## config.mk

```make
export PLATFORM = sky130hd
export DESIGN_NAME = sbox_share_arbiter
export DESIGN_NICKNAME = d
export VERILOG_FILES = /design/src/rtl/sbox_share_arbiter.sv
export SDC_FILE = /design/constraint.sdc
export NUM_CORES = 1
export LEC_CHECK = 0
export BUFFER_PORTS_ARGS = -buffer_cell sky130_fd_sc_hd__clkbuf_2
export CORE_ASPECT_RATIO = 1.5
export CORE_MARGIN = 2
export CORE_UTILIZATION = 45
export DETAILED_ROUTE_END_ITERATION = 10
export PLACE_DENSITY = 0.71
export REMOVE_ABC_BUFFERS = 1
export SYNTH_ARGS = -nofsm -noshare
export SYNTH_HDL_FRONTEND = slang
export SYNTH_SLANG_ARGS = --single-unit
```

## constraint.sdc

```tcl
create_clock -name clk -period 3.57 [get_ports clk]
set_clock_uncertainty 0.1 [all_clocks]
set_input_delay 0.714 -clock clk [delete_from_list [all_inputs] [get_ports clk]]
set_output_delay 0.714 -clock clk [all_outputs]
set_load 0.02 [all_outputs]
```

## src/rtl/sbox_share_arbiter.sv

```systemverilog
// Time-shares one combinational S-box between a data-round and a key-schedule requester.
// Define SBOX_ARB_KEY_PRIO_EN to give the key requester fixed priority on ties.
module sbox_share_arbiter #(
    parameter int D_BYTES = 16,
    parameter int K_BYTES = 4
) (
    input  logic                 clk,
    input  logic                 rst,
    input  logic                 d_req,
    input  logic [8*D_BYTES-1:0] d_in,
    output logic [8*D_BYTES-1:0] d_out,
    output logic                 d_done,
    input  logic                 k_req,
    input  logic [8*K_BYTES-1:0] k_in,
    output logic [8*K_BYTES-1:0] k_out,
    output logic                 k_done,
    output logic [7:0]           sb_addr,
    input  logic [7:0]           sb_data,
    output logic                 busy
);

    localparam int MAXB = (D_BYTES > K_BYTES) ? D_BYTES : K_BYTES;
    localparam int CW   = (MAXB > 1) ? $clog2(MAXB) : 1;
    localparam logic [CW-1:0] D_LAST = CW'(D_BYTES - 1);
    localparam logic [CW-1:0] K_LAST = CW'(K_BYTES - 1);

    typedef enum logic [1:0] {
        IDLE,
        D_RUN,
        K_RUN,
        DONE
    } state_e;

    state_e               state_q, state_d;
    logic [CW-1:0]        cnt_q, cnt_d;
    logic [8*MAXB-1:0]    op_q, op_d;
    logic [8*D_BYTES-1:0] d_out_q, d_out_d;
    logic [8*K_BYTES-1:0] k_out_q, k_out_d;
    logic                 d_done_q, d_done_d;
    logic                 k_done_q, k_done_d;
    logic                 grant_k;
    logic                 running;
    logic [7:0]           cur_byte;

`ifdef SBOX_ARB_KEY_PRIO_EN
    assign grant_k = k_req;
`else
    logic last_k_q, last_k_d;

    // On a tie the side that did not win last time gets the S-box.
    assign grant_k = k_req & (~d_req | ~last_k_q);

    always_comb begin
        last_k_d = last_k_q;
        if (state_q == IDLE && (d_req || k_req)) begin
            last_k_d = grant_k;
        end
    end

    always_ff @(posedge clk or negedge rst) begin
        if (!rst) begin
            last_k_q <= 1'b1;
        end else begin
            last_k_q <= last_k_d;
        end
    end
`endif

    assign running  = (state_q == D_RUN) || (state_q == K_RUN);
    assign cur_byte = op_q[8*int'(cnt_q) +: 8];

    always_comb begin
        state_d = state_q;
        cnt_d   = cnt_q;
        op_d    = op_q;
        d_out_d = d_out_q;
        k_out_d = k_out_q;
        unique case (state_q)
            IDLE: begin
                if (grant_k) begin
                    op_d                 = '0;
                    op_d[8*K_BYTES-1:0]  = k_in;
                    cnt_d                = '0;
                    state_d              = K_RUN;
                end else if (d_req) begin
                    op_d                 = '0;
                    op_d[8*D_BYTES-1:0]  = d_in;
                    cnt_d                = '0;
                    state_d              = D_RUN;
                end
            end
            D_RUN: begin
                d_out_d[8*int'(cnt_q) +: 8] = sb_data;
                if (cnt_q == D_LAST) begin
                    state_d = DONE;
                end else begin
                    cnt_d = cnt_q + 1'b1;
                end
            end
            K_RUN: begin
                k_out_d[8*int'(cnt_q) +: 8] = sb_data;
                if (cnt_q == K_LAST) begin
                    state_d = DONE;
                end else begin
                    cnt_d = cnt_q + 1'b1;
                end
            end
            DONE: begin
                state_d = IDLE;
            end
            default: begin
                state_d = IDLE;
            end
        endcase
    end

    // Done flags are registered alongside the DONE transition so they cover that cycle only.
    assign d_done_d = (state_q == D_RUN) && (state_d == DONE);
    assign k_done_d = (state_q == K_RUN) && (state_d == DONE);

    always_ff @(posedge clk or negedge rst) begin
        if (!rst) begin
            state_q  <= IDLE;
            cnt_q    <= '0;
            op_q     <= '0;
            d_out_q  <= '0;
            k_out_q  <= '0;
            d_done_q <= 1'b0;
            k_done_q <= 1'b0;
        end else begin
            state_q  <= state_d;
            cnt_q    <= cnt_d;
            op_q     <= op_d;
            d_out_q  <= d_out_d;
            k_out_q  <= k_out_d;
            d_done_q <= d_done_d;
            k_done_q <= k_done_d;
        end
    end

    assign d_out   = d_out_q;
    assign k_out   = k_out_q;
    assign d_done  = d_done_q;
    assign k_done  = k_done_q;
    assign busy    = (state_q != IDLE);
    assign sb_addr = running ? cur_byte : 8'h00;

endmodule
```

==> flow_metrics.py <==
metrics = {
    "run_status": {
        "status": "completed",
    },
    "detailed_routing": {
        "drt_iter0_drc": 509,
        "ant_nets": 0,
        "wl_per_cell_um": 20.3,
        "routed_wl_mm": 34.6,
        "drtPass1Iterations": 7,
        "vias": 9506,
        "drcViolationCount": 0,
        "vias_per_cell": 5.58,
    },
    "floorplan": {
        "coreArea_sq_mm": 0.0286,
        "start_util_pct": 45.4,
        "io_pins": 343,
        "die_h_um": 212,
        "dieWidth_um": 143,
        "dieArea_sq_mm": 0.0303,
        "rows": 76,
    },
    "clocking": {
        "hold_buffers": 0,
        "numCtsBuffers": 28,
        "clock_sinks": 297,
        "cts_buffer_depth": 3,
        "cts_tree": "yes",
        "clk_latency_ns": 0.55,
        "cts_root_buffer": "clkbuf_16",
        "htree_levels": 1,
        "clk_pin_slew_ns": 0.07,
    },
    "setup_path": {
        "critPathArrivalTime_ns": 2.59,
        "worst-setup-path-type": "flip-flop to output pin",
        "slowest_delay_ns": 0.59,
        "slowest_stage": "dfrtp_4",
        "crit_family": "flip-flops",
        "cp_num_buf_inv": 2,
        "required_ns": 2.76,
        "start_kind": "flip-flop",
        "cp-end-kind": "output pin",
        "path_cells": "buf_4 -> mux4_2 -> o21ai_0 -> o21ai_0 -> clkbuf_2",
        "worstPathMaxFanout": 18,
        "cpMostUsedCell": "o21ai_0",
    },
    "sta": {
        "hold_viol_final": 0,
        "fmax_ghz": 0.294,
        "slew_headroom_pct": 36.2,
        "worst_slack_ns": 0.166,
        "tightest_slew_ns": 0.955,
        "min_period_ns": 3.40,
        "drv_slew": 0,
        "setup_violations": 0,
        "rsz0062_at_grt": "false",
        "fin_crit_sh_pct": 95.4,
    },
    "synth": {
        "yosysWarnings": 0,
        "postSynthAreaPerCell_sq_um": 13.4,
        "synth_ff_type": "dfrtp_1",
        "synthAdderAreaFrac_pct": 0.770,
        "synthDistinctLibCells": 54,
        "synth-simple-area-share_pct": 7.33,
        "async_reset_ff_share_pct": 100,
        "synth_xor_area_share_pct": 0.192,
        "synth-seq-cells": 297,
        "seq_area_frac_synth_pct": 57.1,
        "synth-compound-area-share_pct": 12.2,
        "syn_inst": 968,
        "synthMuxAreaShare_pct": 18.9,
        "synth-edff-count": 0,
        "synth_top_family_by_area": "multiplexers",
        "syn-cell-area_sq_mm": 0.0130,
    },
    "place": {
        "dp_hpwl_mm": 25.0,
        "postPlaceCellArea_sq_mm": 0.0152,
        "gp_congestion": 0.784,
        "pre_cts_slack_ns": 0.512,
        "portBuffers": 342,
        "placedCellCount": 1651,
    },
    "cells_and_area": {
        "fin_cells": 1703,
        "nets": 1471,
        "fillers": 2361,
        "antenna_cells": 0,
        "multi_input_area_sq_mm": 0.00517,
        "drive_gt1_share_pct": 47.4,
        "finalInstanceArea_sq_mm": 0.0163,
        "layout.area.seq_sq_mm": 0.00744,
        "areaGrowthSynthToFinish_pct": 25.1,
    },
    "pwr": {
        "intPower_mw": 8.28,
        "power.share.switching_pct": 36.2,
        "power_switching_mw": 4.69,
        "leakage_nw": 8.51,
        "power_density_mw_per_mm2": 797,
        "power.share.clock_pct": 24.8,
        "vdd_drop_max_mv": 0.497,
        "p_seq_share_pct": 38.3,
        "pwr-share-comb_pct": 36.9,
    },
    "global_routing": {
        "grt_usage_pct": 22.7,
        "grt_pass1_vias": 9842,
        "grt_pass1_wl_mm": 54.1,
        "antenna_found_initial": 0,
        "grt_max_degree": 100,
        "overflow": 0,
    },
    "min_path": {
        "hp-class": "primary input to asynchronous set/reset pin",
    },
    "run": {
        "maxCapViolations": 0,
    },
}
[state kept, by name (all words and copies together), names as in the netlist]
name and flops:
k_out 32, op_q 128, state_q 2, cnt_q 4, k_done 1, last_k_q 1, d_done 1, d_out 128
[cells by family after synthesis]
logic type                 count (synthesis)
AOI/OAI and AO/OA                        184
muxes                                    200
xor gates and xnor gates                   2
and+or+nand+nor                          163
DFF                                      297
adders and majority gates                  8
buffers and inverters                    114
[layout make-up]
type                       instances  share of cell area (%)
timing repair buffer             366                    12.3
clock buffer                      38                    5.10
clock inverter                    14                    1.16
inverter                          41                   0.946
multi-input combinational        557                    31.8
sequential                       297                    45.7
tap                              390                    3.00
[per-layer routing]
metal	share of wire (%)	up-vias	GRT usage, %
met1	38	4783	27.7
li1	-	4262	-
met5	0	-	0
met3	6.8	76	4.48
met4	3.5	0	8.33
met2	52	385	40.0
[metrics by stage]
stage               utilization, %  total power, mW  hold slack, ns   TNS [ns]
global placement              53.2             9.67           0.365          0
detailed placement            53.2             9.80           0.368          0
floorplan                        -             8.10           0.318    -613.31
CTS                           56.8             13.1           0.123  -0.000215
global route                  56.8             13.7           0.152          0
finish                        56.8             13.0           0.113          0
[power by group through the flow]
stage	registers, mW	logic [mW]	clock network, mW
CTS	4.95	4.82	3.30
global route	5.07	5.21	3.44
detailed placement	5.00	4.80	0
global placement	4.97	4.70	0
floorplan	5.28	2.82	0
finish	4.96	4.79	3.22
[timing repair]
item	CTS	global route
setup buffers	0	0
setup endpoints to repair	1	5
endpoints found under the hold margin	0	0
gates resized for setup	2	3
cloned	0	0
[final timing paths]
check / slack [ns] / cells after the start / end / start
worst min-delay path: 0.11 / 1 / d_out[93]$_DFFE_PN0P_ / rst
worst min register to register: 0.39 / 2 / op_q[15]$_DFFE_PN0P_ / op_q[15]$_DFFE_PN0P_
max in group asynchronous: 2.44 / 2 / last_k_q$_DFFE_PN1P_ / rst
worst max register to register: 0.54 / 8 / d_out[0]$_DFFE_PN0P_ / cnt_q[1]$_DFFE_PN0P_
min in group clk: 0.28 / 2 / op_q[52]$_DFFE_PN0P_ / d_in[52]
worst max-delay path: 0.17 / 5 / sb_addr[2] / cnt_q[1]$_DFFE_PN0P_
[worst register-to-register path: stages, from the launching register on]
cell and delay (ns):
dfrtp_4 0.60, nor2_1 0.19, nand2_1 0.11, inv_1 0.07
ha_1 0.24, buf_4 0.22, nor4_2 0.44, nand4_1 0.51
mux2_2 0.44
[synthesized netlist by cell type (all sizes together), types with 8 or more instances]
cell type / number / share of area [%]
mux2i: 29 / 2.2
mux2: 149 / 13
ha: 8 / 0.77
inv: 41 / 1.2
a22o: 96 / 6.5
and2: 19 / 0.91
mux4: 22 / 3.8
nor2: 25 / 0.76
clkbuf: 53 / 1.5
nand4: 9 / 0.43
a21bo: 8 / 0.62
buf: 20 / 0.75
nand3: 16 / 0.62
dfrtp: 296 / 57
and3: 45 / 2.2
a222oi: 32 / 2.5
nand2: 30 / 1.1
o21ai: 20 / 0.77
[placed cells by master, fill, tap and decap left out, drive strengths merged, types with 2 or more instances in the layout]
| cell | instances |
|---|---|
| nand4 | 9 |
| bufinv | 4 |
| nor4 | 4 |
| a2111oi | 3 |
| a21bo | 8 |
| clkinvlp | 3 |
| and3 | 45 |
| nand2b | 5 |
| and2 | 19 |
| clkinv | 6 |
| nand3 | 16 |
| nand2 | 30 |
| mux2i | 29 |
| a221oi | 7 |
| buf | 25 |
| mux2 | 149 |
| o21ai | 20 |
| a222oi | 32 |
| dfrtp | 296 |
| mux4 | 22 |
| clkbuf | 379 |
| a21oi | 6 |
| inv | 42 |
| ha | 8 |
| nor2b | 4 |
| a31oi | 2 |
| nor2 | 25 |
| a22o | 96 |
Note: power is estimated with default switching activity, not from simulation.
